File: src/rtl/tdm_tx.sv
`default_nettype none
// ============================================================================
// tdm_tx : I2S / left-justified / TDM serial audio transmitter, one-frame hold
// Rev 1.0
// ============================================================================
module tdm_tx #(
   parameter int    DW       = 24,
   parameter int    SLOT_W   = 32,
   parameter int    CHANNELS = 2,
   parameter int    FS_RATIO = 256,
   parameter string MODE     = "I2S"
) (
   input  logic                   clk,
   input  logic                   rst_n,
   input  logic                   en,
   input  logic [CHANNELS*DW-1:0] s_data,
   input  logic                   s_valid,
   output logic                   s_ready,
   output logic                   sclk,
   output logic                   fsync,
   output logic                   sdo,
   output logic                   underrun
);

   localparam int C_NBITS    = CHANNELS * SLOT_W;
   localparam int C_SCLK_DIV = FS_RATIO / (2 * C_NBITS);
   localparam int C_B_W      = $clog2(C_NBITS);
   localparam int C_DIV_W    = (C_SCLK_DIV > 1) ? $clog2(C_SCLK_DIV) : 1;
   localparam bit C_IS_I2S   = (MODE == "I2S");
   localparam bit C_IS_LJ    = (MODE == "LJ");
   localparam bit C_IS_TDM   = (MODE == "TDM");
   localparam bit C_CFG_OK   = (C_IS_I2S || C_IS_LJ || C_IS_TDM) &&
                               (DW >= 8) && (DW <= 32) && (SLOT_W >= DW) &&
                               (C_IS_TDM ? (CHANNELS >= 2 && CHANNELS <= 16) : (CHANNELS == 2)) &&
                               (C_SCLK_DIV >= 1) && (FS_RATIO == C_SCLK_DIV * 2 * C_NBITS);

   generate
      if (!C_CFG_OK) begin : g_bad_cfg
         $error("tdm_tx: illegal DW/SLOT_W/CHANNELS/FS_RATIO/MODE combination");
      end
   endgenerate

   logic                   r_en_d;
   logic [C_DIV_W-1:0]     r_div;
   logic [C_B_W-1:0]       r_b;
   logic [C_NBITS-1:0]     r_shift;
   logic [CHANNELS*DW-1:0] r_hold;
   logic                   r_hold_full;
   logic                   r_dly;

   logic                   w_start;
   logic                   w_term;
   logic                   w_fall;
   logic [C_B_W-1:0]       w_b_next;
   logic                   w_load;
   logic                   w_bypass;
   logic [CHANNELS*DW-1:0] w_src;
   logic [C_NBITS-1:0]     w_pad;
   logic [C_NBITS-1:0]     w_shift_next;
   logic                   w_fsync_next;

   assign w_start  = en & ~r_en_d;
   assign w_term   = (r_div == C_DIV_W'(C_SCLK_DIV - 1));
   assign w_fall   = en & (w_start | (r_en_d & w_term & sclk));
   assign w_b_next = (w_start || r_b == C_B_W'(C_NBITS - 1)) ? '0 : r_b + C_B_W'(1);
   assign w_load   = w_fall & (w_b_next == '0);
   assign w_bypass = w_load & ~r_hold_full & s_valid;
   assign w_src    = r_hold_full ? r_hold : (s_valid ? s_data : '0);

   // Whole frame laid out MSB-first with each sample left-aligned in its zero-padded slot
   always_comb begin
      w_pad = '0;
      for (int c = 0; c < CHANNELS; c++) begin
         w_pad[C_NBITS-1-c*SLOT_W -: DW] = w_src[c*DW +: DW];
      end
   end

   assign w_shift_next = w_load ? w_pad : {r_shift[C_NBITS-2:0], 1'b0};

   always_comb begin
      w_fsync_next = 1'b0;
      if (C_IS_I2S)     w_fsync_next = (w_b_next >= C_B_W'(SLOT_W));
      else if (C_IS_LJ) w_fsync_next = (w_b_next <  C_B_W'(SLOT_W));
      else              w_fsync_next = (w_b_next == '0);
   end

   always_ff @(posedge clk or negedge rst_n) begin
      if (!rst_n) begin
         r_en_d      <= 1'b0;
         r_div       <= '0;
         r_b         <= '0;
         r_shift     <= '0;
         r_hold      <= '0;
         r_hold_full <= 1'b0;
         r_dly       <= 1'b0;
         s_ready     <= 1'b1;
         sclk        <= 1'b0;
         fsync       <= 1'b0;
         sdo         <= 1'b0;
         underrun    <= 1'b0;
      end else begin
         underrun <= 1'b0;

         if (w_load && r_hold_full) begin
            r_hold_full <= 1'b0;
            s_ready     <= 1'b1;
         end else if (s_valid && s_ready && !w_bypass) begin
            r_hold      <= s_data;
            r_hold_full <= 1'b1;
            s_ready     <= 1'b0;
         end

         if (!en) begin
            r_en_d <= 1'b0;
            r_div  <= '0;
            r_b    <= '0;
            r_dly  <= 1'b0;
            sclk   <= 1'b0;
            fsync  <= 1'b0;
            sdo    <= 1'b0;
         end else begin
            r_en_d <= 1'b1;
            r_div  <= (w_start || w_term) ? '0 : r_div + C_DIV_W'(1);
            if (!w_start && w_term) sclk <= ~sclk;
            if (w_fall) begin
               r_b     <= w_b_next;
               r_shift <= w_shift_next;
               // I2S runs one bit behind the slot, so the wire carries the previous bit
               r_dly   <= w_shift_next[C_NBITS-1];
               sdo     <= C_IS_I2S ? r_dly : w_shift_next[C_NBITS-1];
               fsync   <= w_fsync_next;
               if (w_load && !r_hold_full && !s_valid) underrun <= 1'b1;
            end
         end
      end
   end

endmodule
`default_nettype wire
File: config.mk
export PLATFORM = sky130hd
export DESIGN_NAME = tdm_tx
export DESIGN_NICKNAME = d
export VERILOG_FILES = /design/src/rtl/tdm_tx.sv
export SDC_FILE = /design/constraint.sdc
export NUM_CORES = 1
export LEC_CHECK = 0
export CORE_ASPECT_RATIO = 0.7
export CORE_MARGIN = 4
export CORE_UTILIZATION = 31
export DETAILED_ROUTE_END_ITERATION = 7
export GPL_TIMING_DRIVEN = 0
export PLACE_DENSITY = 0.55
export SLEW_MARGIN = 5
export SYNTH_ARGS = -nofsm -noshare
export SYNTH_HDL_FRONTEND = slang
export SYNTH_SLANG_ARGS = --single-unit
File: constraint.sdc
create_clock -name clk -period 2.9 [get_ports clk]
set_clock_uncertainty 0.1 [all_clocks]
set_input_delay 0.58 -clock clk [delete_from_list [all_inputs] [get_ports clk]]
set_output_delay 0.58 -clock clk [all_outputs]
set_load 0.05 [all_outputs]
==> impl_metrics.json, run 1 <==
{
  "first_pass_iters": 4,
  "rows": 41,
  "setup_violations": 0,
  "routabilityCongestion": 0.812,
  "fmax_ghz": 0.368,
  "critPathSlowestCell": "dfrtp_1",
  "stdcell_area_sq_um": 7220,
  "cp.arrival_ns": 2.90,
  "overflow": 0,
  "synth_area_leaders": "dfrtp_1, a22o_1, o31ai_1",
  "crit_chain": "ha_2, a21oi_1, o21a_1, o31a_1, buf_2, o311ai_4, buf_6, buf_6, mux2_1",
  "clk_pin_slew_ns": 0.06,
  "die_area_sq_um": 20500,
  "dpl.hpwl_mm": 10.0,
  "ys.flop_type": "dfrtp_1",
  "layout_min_cycle_time_ns": 2.71,
  "drtAntennaViolNets": 0,
  "wire_per_inst_um": 16.5,
  "largest_register_ffs": 55,
  "synth-edff-count": 0,
  "critPathMaxStageDelay_ns": 0.45,
  "synth_fp_nets": 595,
  "synth_compound_area_share_pct": 26.0,
  "synthDistinctLibCells": 40,
  "areaGrowthSynthToFinish_pct": 27.7,
  "grt_max_degree": 79,
  "reg_top3": "r_shift: 55 flops, r_hold: 48 flops, r_b: 6 flops",
  "io_pins": 57,
  "die_h_um": 121,
  "timing.hold.ws_ns": 0.343,
  "fin_ws_ns": 0.185,
  "async_flop_share_pct": 100,
  "port_buffers": 56,
  "p_leak_nw": 3.24,
  "synth_top_family_by_area": "compound AO/OA/AOI/OAI gates",
  "cp-end-kind": "flip-flop",
  "syn_area_per_cell_sq_um": 10.4,
  "nets": 672,
  "insertion_delay_ns": 0.41,
  "critical_path.max_fanout": 10,
  "utilization_pct": 40.2,
  "cts_tree": "built",
  "synthAdderAreaFrac_pct": 0.221,
  "clock_path_buffers": 2,
  "mostFrequentLayoutCells": "dfrtp_1, nand2_1, o21ai_0",
  "yosys.area.top_type_share_pct": 51.8,
  "netlist_instances": 542,
  "yosys-mux-area-fraction_pct": 9.76,
  "r2r_setup_slack_ns": 0.19,
  "htreeDepth": 4,
  "syn-cell-area_sq_um": 5650,
  "die_w_um": 169,
  "cts_made_buffers": 17,
  "finalPower_mw": 4.70,
  "antenna_found_initial": 0,
  "drive_gt1_share_pct": 13.3,
  "first_global_vias": 4551,
  "outcome": "completed",
  "post-place-ws_ns": -0.394,
  "slew_headroom_pct": 59.9,
  "hold_viol": 0,
  "cts_sinks": 118,
  "drc": 0,
  "yosysWarnings": 0,
  "grt_first_pass_wirelength_mm": 23.7,
  "period_share_pct": 93.6,
  "n_antenna_cell": 0,
  "place_area_sq_um": 6540,
  "tightestPinTransition_ns": 0.602,
  "core_area_sq_um": 18000,
  "maxCapViolCount": 0,
  "ys_seq_elements": 118,
  "largest-register": "r_shift",
  "min_path_type": "reg2reg",
  "rsz0062_at_grt": "no",
  "yosys.area_share.xor_xnor_pct": 0.620,
  "drt_iter0_markers": 266,
  "yosysTopAreaCell": "dfrtp_1",
  "start_util_pct": 31.5,
  "routed-via-count": 4491,
  "synthSimpleGateAreaFrac_pct": 7.13,
  "yosysSeqAreaShare_pct": 52.3,
  "power_density_nw_per_um2": 651,
  "worstSetupPathType": "reg2reg",
  "cts-root-buf": "clkbuf_16",
  "mostFrequentLayoutCell": "dfrtp_1",
  "grt_usage_pct": 14.5,
  "nFillCells": 1713,
  "vias_per_cell": 5.17,
  "cpMostUsedCell": "buf_6",
  "maxSlewViolCount": 0,
  "required_ns": 3.08,
  "start_kind": "flip-flop",
  "ir_drop_uv": 318,
  "drt_wl_total_mm": 14.3
}
-- final cells by class --
class                      count  area (sq um)  share of cell area (%)
multi-input combinational    372          2490                    34.5
clock buffer                  24           502                    6.95
inverter                       1          3.75                  0.0520
sequential                   118          2960                    40.9
buffer                        50           225                    3.12
tap                          236           295                    4.09
timing repair buffer          59           607                    8.40
clock inverter                 8           143                    1.98
-- report_power, final --
part / switching [mW] / total, mW / leakage, nW / internal (mW)
Clock: 0.748 / 2.30 / 0.316 / 1.55
Sequential: 0.0884 / 1.89 / 1.58 / 1.80
Combinational: 0.294 / 0.514 / 1.35 / 0.220
-- cell usage after synthesis, types with 2 or more instances --
cell type	number
buf_1	5
and2_1	2
nand4_1	2
mux2_1	20
mux2_2	29
nand2_1	71
o31ai_1	49
clkbuf_1	38
buf_2	3
a22o_1	49
o31a_1	2
dfrtp_1	117
xnor2_1	2
buf_4	2
o21a_1	2
a21oi_1	51
xor2_1	2
nor2_1	11
o21ai_0	58
o21ai_1	2
nand2b_1	2
nor3_1	3
buf_6	3
-- per-stage QoR --
stage          TNS, ns  cells
2_1_floorplan        0    542
3_3_place_gp   -429.35    834
3_5_place_dp    -17.98    835
4_1_cts              0    868
5_1_grt              0    868
6_report             0    868
-- worst paths after layout --
check | cells past startpoint | to | from
min reg2reg | 1 | r_div | r_div
max reg2reg | 9 | r_hold[15] | r_b[0]
min in group asynchronous | 2 | r_b[4] | rst_n
max in group asynchronous | 3 | s_ready | rst_n
min | 1 | r_div | r_div
max | 9 | r_hold[15] | r_b[0]
-- kinds of logic after synthesis --
| kind of cell | after synthesis |
|---|---|
| AO/OA/AOI/OAI | 221 |
| flip-flops | 118 |
| AND/OR/NAND/NOR | 97 |
| buffers and inverters | 52 |
| multiplexers | 49 |
| XOR/XNOR | 4 |
| adder cells (fa/ha/maj) | 1 |
-- metal layers --
metal  track usage [%]  share of wire (%)
met1              21.5                 51
met2              21.4                 44
met3              2.90                4.3
met4              4.37               0.73
met5                 0                  0
-- critical path, delay by kind of cell, from the launching register on --
family	cells	cell delay [ns]
AO/OA/AOI/OAI	4	0.84
flip-flops	1	0.45
buffers and inverters	3	0.58
adder cells (fa/ha/maj)	1	0.28
multiplexers	1	0.34
-- timing repair --
item / CTS / global route
setup endpoints to repair: 1 / 78
pin swaps: 0 / 1
endpoints found under the hold margin: 21 / 0
gates resized for setup: 1 / 10
gates cloned: 0 / 0
buffers inserted: 0 / 1
hold buffers: 1 / 0
Power figures use the tool's default switching activity.
==> inputs of run 2 (changes only) <==
--- a/config.mk
+++ b/config.mk
@@ -5,12 +5,14 @@
 export SDC_FILE = /design/constraint.sdc
 export NUM_CORES = 1
 export LEC_CHECK = 0
+export CELL_PAD_IN_SITES_DETAIL_PLACEMENT = 0
+export CELL_PAD_IN_SITES_GLOBAL_PLACEMENT = 1
 export CORE_ASPECT_RATIO = 0.7
 export CORE_MARGIN = 4
 export CORE_UTILIZATION = 31
 export DETAILED_ROUTE_END_ITERATION = 7
 export GPL_TIMING_DRIVEN = 0
-export PLACE_DENSITY = 0.55
+export PLACE_DENSITY_LB_ADDON = 0.3
 export SLEW_MARGIN = 5
 export SYNTH_ARGS = -nofsm -noshare
 export SYNTH_HDL_FRONTEND = slang
==> impl_metrics.json, run 2 (same netlist as run 1, synthesis figures left out) <==
{
  "nets": 677,
  "reg_top3": "r_shift: 55 flops, r_hold: 48 flops, r_b: 6 flops",
  "post-place-ws_ns": -0.444,
  "cts_made_buffers": 17,
  "routabilityCongestion": 0.768,
  "port_buffers": 56,
  "n_antenna_cell": 0,
  "drc": 0,
  "io_pins": 57,
  "fmax_ghz": 0.366,
  "mostFrequentLayoutCell": "dfrtp_1",
  "cts_tree": "built",
  "insertion_delay_ns": 0.41,
  "vias_per_cell": 5.21,
  "slew_headroom_pct": 56.9,
  "multi_input_area_sq_um": 2490,
  "cp.arrival_ns": 2.92,
  "rows": 41,
  "hold_viol": 0,
  "wire_per_inst_um": 17.1,
  "start_kind": "flip-flop",
  "clk_pin_slew_ns": 0.06,
  "nFillCells": 1760,
  "drive_gt1_share_pct": 13.7,
  "areaGrowthSynthToFinish_pct": 27.5,
  "tightestPinTransition_ns": 0.646,
  "largest_register_ffs": 55,
  "cts-root-buf": "clkbuf_16",
  "cp-end-kind": "flip-flop",
  "maxSlewViolCount": 0,
  "outcome": "completed",
  "setup_violations": 0,
  "core_area_sq_um": 18000,
  "fin_ws_ns": 0.167,
  "clock_path_buffers": 2,
  "grt_max_degree": 70,
  "drt_iter0_markers": 266,
  "period_share_pct": 94.2,
  "timing.hold.ws_ns": 0.00464,
  "die_area_sq_um": 20500,
  "ir_drop_uv": 342,
  "grt_usage_pct": 14.9,
  "die_w_um": 169,
  "layout_min_cycle_time_ns": 2.73,
  "htreeDepth": 4,
  "cts_sinks": 118,
  "min_path_type": "in2async",
  "maxCapViolCount": 0,
  "worstSetupPathType": "reg2reg",
  "dpl.hpwl_mm": 10.3,
  "routed-via-count": 4545,
  "required_ns": 3.09,
  "antenna_found_initial": 0,
  "rsz0062_at_grt": "no",
  "critical_path.max_fanout": 10,
  "drtAntennaViolNets": 0,
  "grt_first_pass_wirelength_mm": 24.2,
  "postCtsHoldBufs": 0,
  "rr_worst_depth": 9,
  "die_h_um": 121,
  "drt_wl_total_mm": 14.9,
  "p_leak_nw": 3.23,
  "ff_latch_area_sq_um": 2960,
  "largest-register": "r_shift",
  "overflow": 0,
  "mostFrequentLayoutCells": "dfrtp_1, nand2_1, o21ai_0",
  "first_pass_iters": 5,
  "power_density_nw_per_um2": 637,
  "start_util_pct": 31.5,
  "first_global_vias": 4611
}
-- run 2: cell count changes in the layout (fill, tap and decap cells not counted) --
cell / previous run / this run
buf_4: 3 / 9
clkbuf_1: 38 / 40
clkbuf_8: 5 / 0
clkinv_2: 3 / 4
clkinvlp_4: 1 / 2
dlygate4sd3_1: 1 / 0
-- run 2: critical path, stage by stage, from the launching register on --
cell	delay [ns]
dfrtp_1	0.46
ha_2	0.27
a21oi_1	0.06
o21a_1	0.20
o31a_1	0.28
buf_2	0.18
o311ai_4	0.32
buf_6	0.20
buf_6	0.18
mux2_1	0.34
-- run 2: repair_timing --
action / 4_1_cts / 5_1_grt
pin swaps: 0 / 1
setup endpoints to repair: 15 / 50
setup buffers: 0 / 7
resized for setup: 3 / 8
-- run 2: power breakdown --
part	switching, mW	internal, mW	leakage, nW
combinational	0.299	0.219	1.37
clock	0.757	1.43	0.287
sequential	0.0914	1.80	1.58
-- run 2: path summary, 6_finish.rpt --
path,to,slack (ns),from
max,r_hold[19],0.17,r_b[0]
min,r_b[2],0.005,rst_n
max reg2reg,r_hold[19],0.17,r_b[0]
min reg2reg,r_div,0.34,r_div
max in group asynchronous,r_shift[21],2.00,rst_n
min in group clk,r_div,0.34,r_div
-- run 2: metal layers --
layer | vias up | track usage [%] | routed length, um
li1 | 2174 | - | -
met1 | 2248 | 21.5 | 7440
met2 | 106 | 22.5 | 6580
met3 | 17 | 3.81 | 682
met4 | 0 | 3.97 | 193
met5 | - | 0 | 0
-- run 2: final cells by class --
type                       instances  share of cell area (%)
sequential                       118                    41.0
clock buffer                      21                    6.11
timing repair buffer              64                    8.91
buffer                            50                    3.13
tap                              236                    4.10
inverter                           1                  0.0521
clock inverter                    10                    2.15
multi-input combinational        372                    34.5
-- run 2: per-stage QoR --
| step | util, % | setup TNS [ns] | power [mW] | cells | area (sq um) |
|---|---|---|---|---|---|
| final | 40.1 | 0 | 4.59 | 872 | 7210 |
| after global placement | 36.3 | -433.11 | 2.41 | 834 | 6510 |
| after detailed placement | 36.4 | -28.43 | 2.44 | 835 | 6540 |
| after floorplan | - | 0 | 2.19 | 542 | 5650 |
| after CTS | 39.8 | 0 | 4.63 | 866 | 7140 |
| after global routing | 40.1 | 0 | 4.80 | 872 | 7210 |
==> inputs of run 3 (changes only) <==
--- a/config.mk
+++ b/config.mk
@@ -5,6 +5,7 @@
 export SDC_FILE = /design/constraint.sdc
 export NUM_CORES = 1
 export LEC_CHECK = 0
+export CAP_MARGIN = 5
 export CELL_PAD_IN_SITES_DETAIL_PLACEMENT = 0
 export CELL_PAD_IN_SITES_GLOBAL_PLACEMENT = 1
 export CORE_ASPECT_RATIO = 0.7
==> results of run 3 <==
Final layout, timing and power as in run 2 (identical DEF).
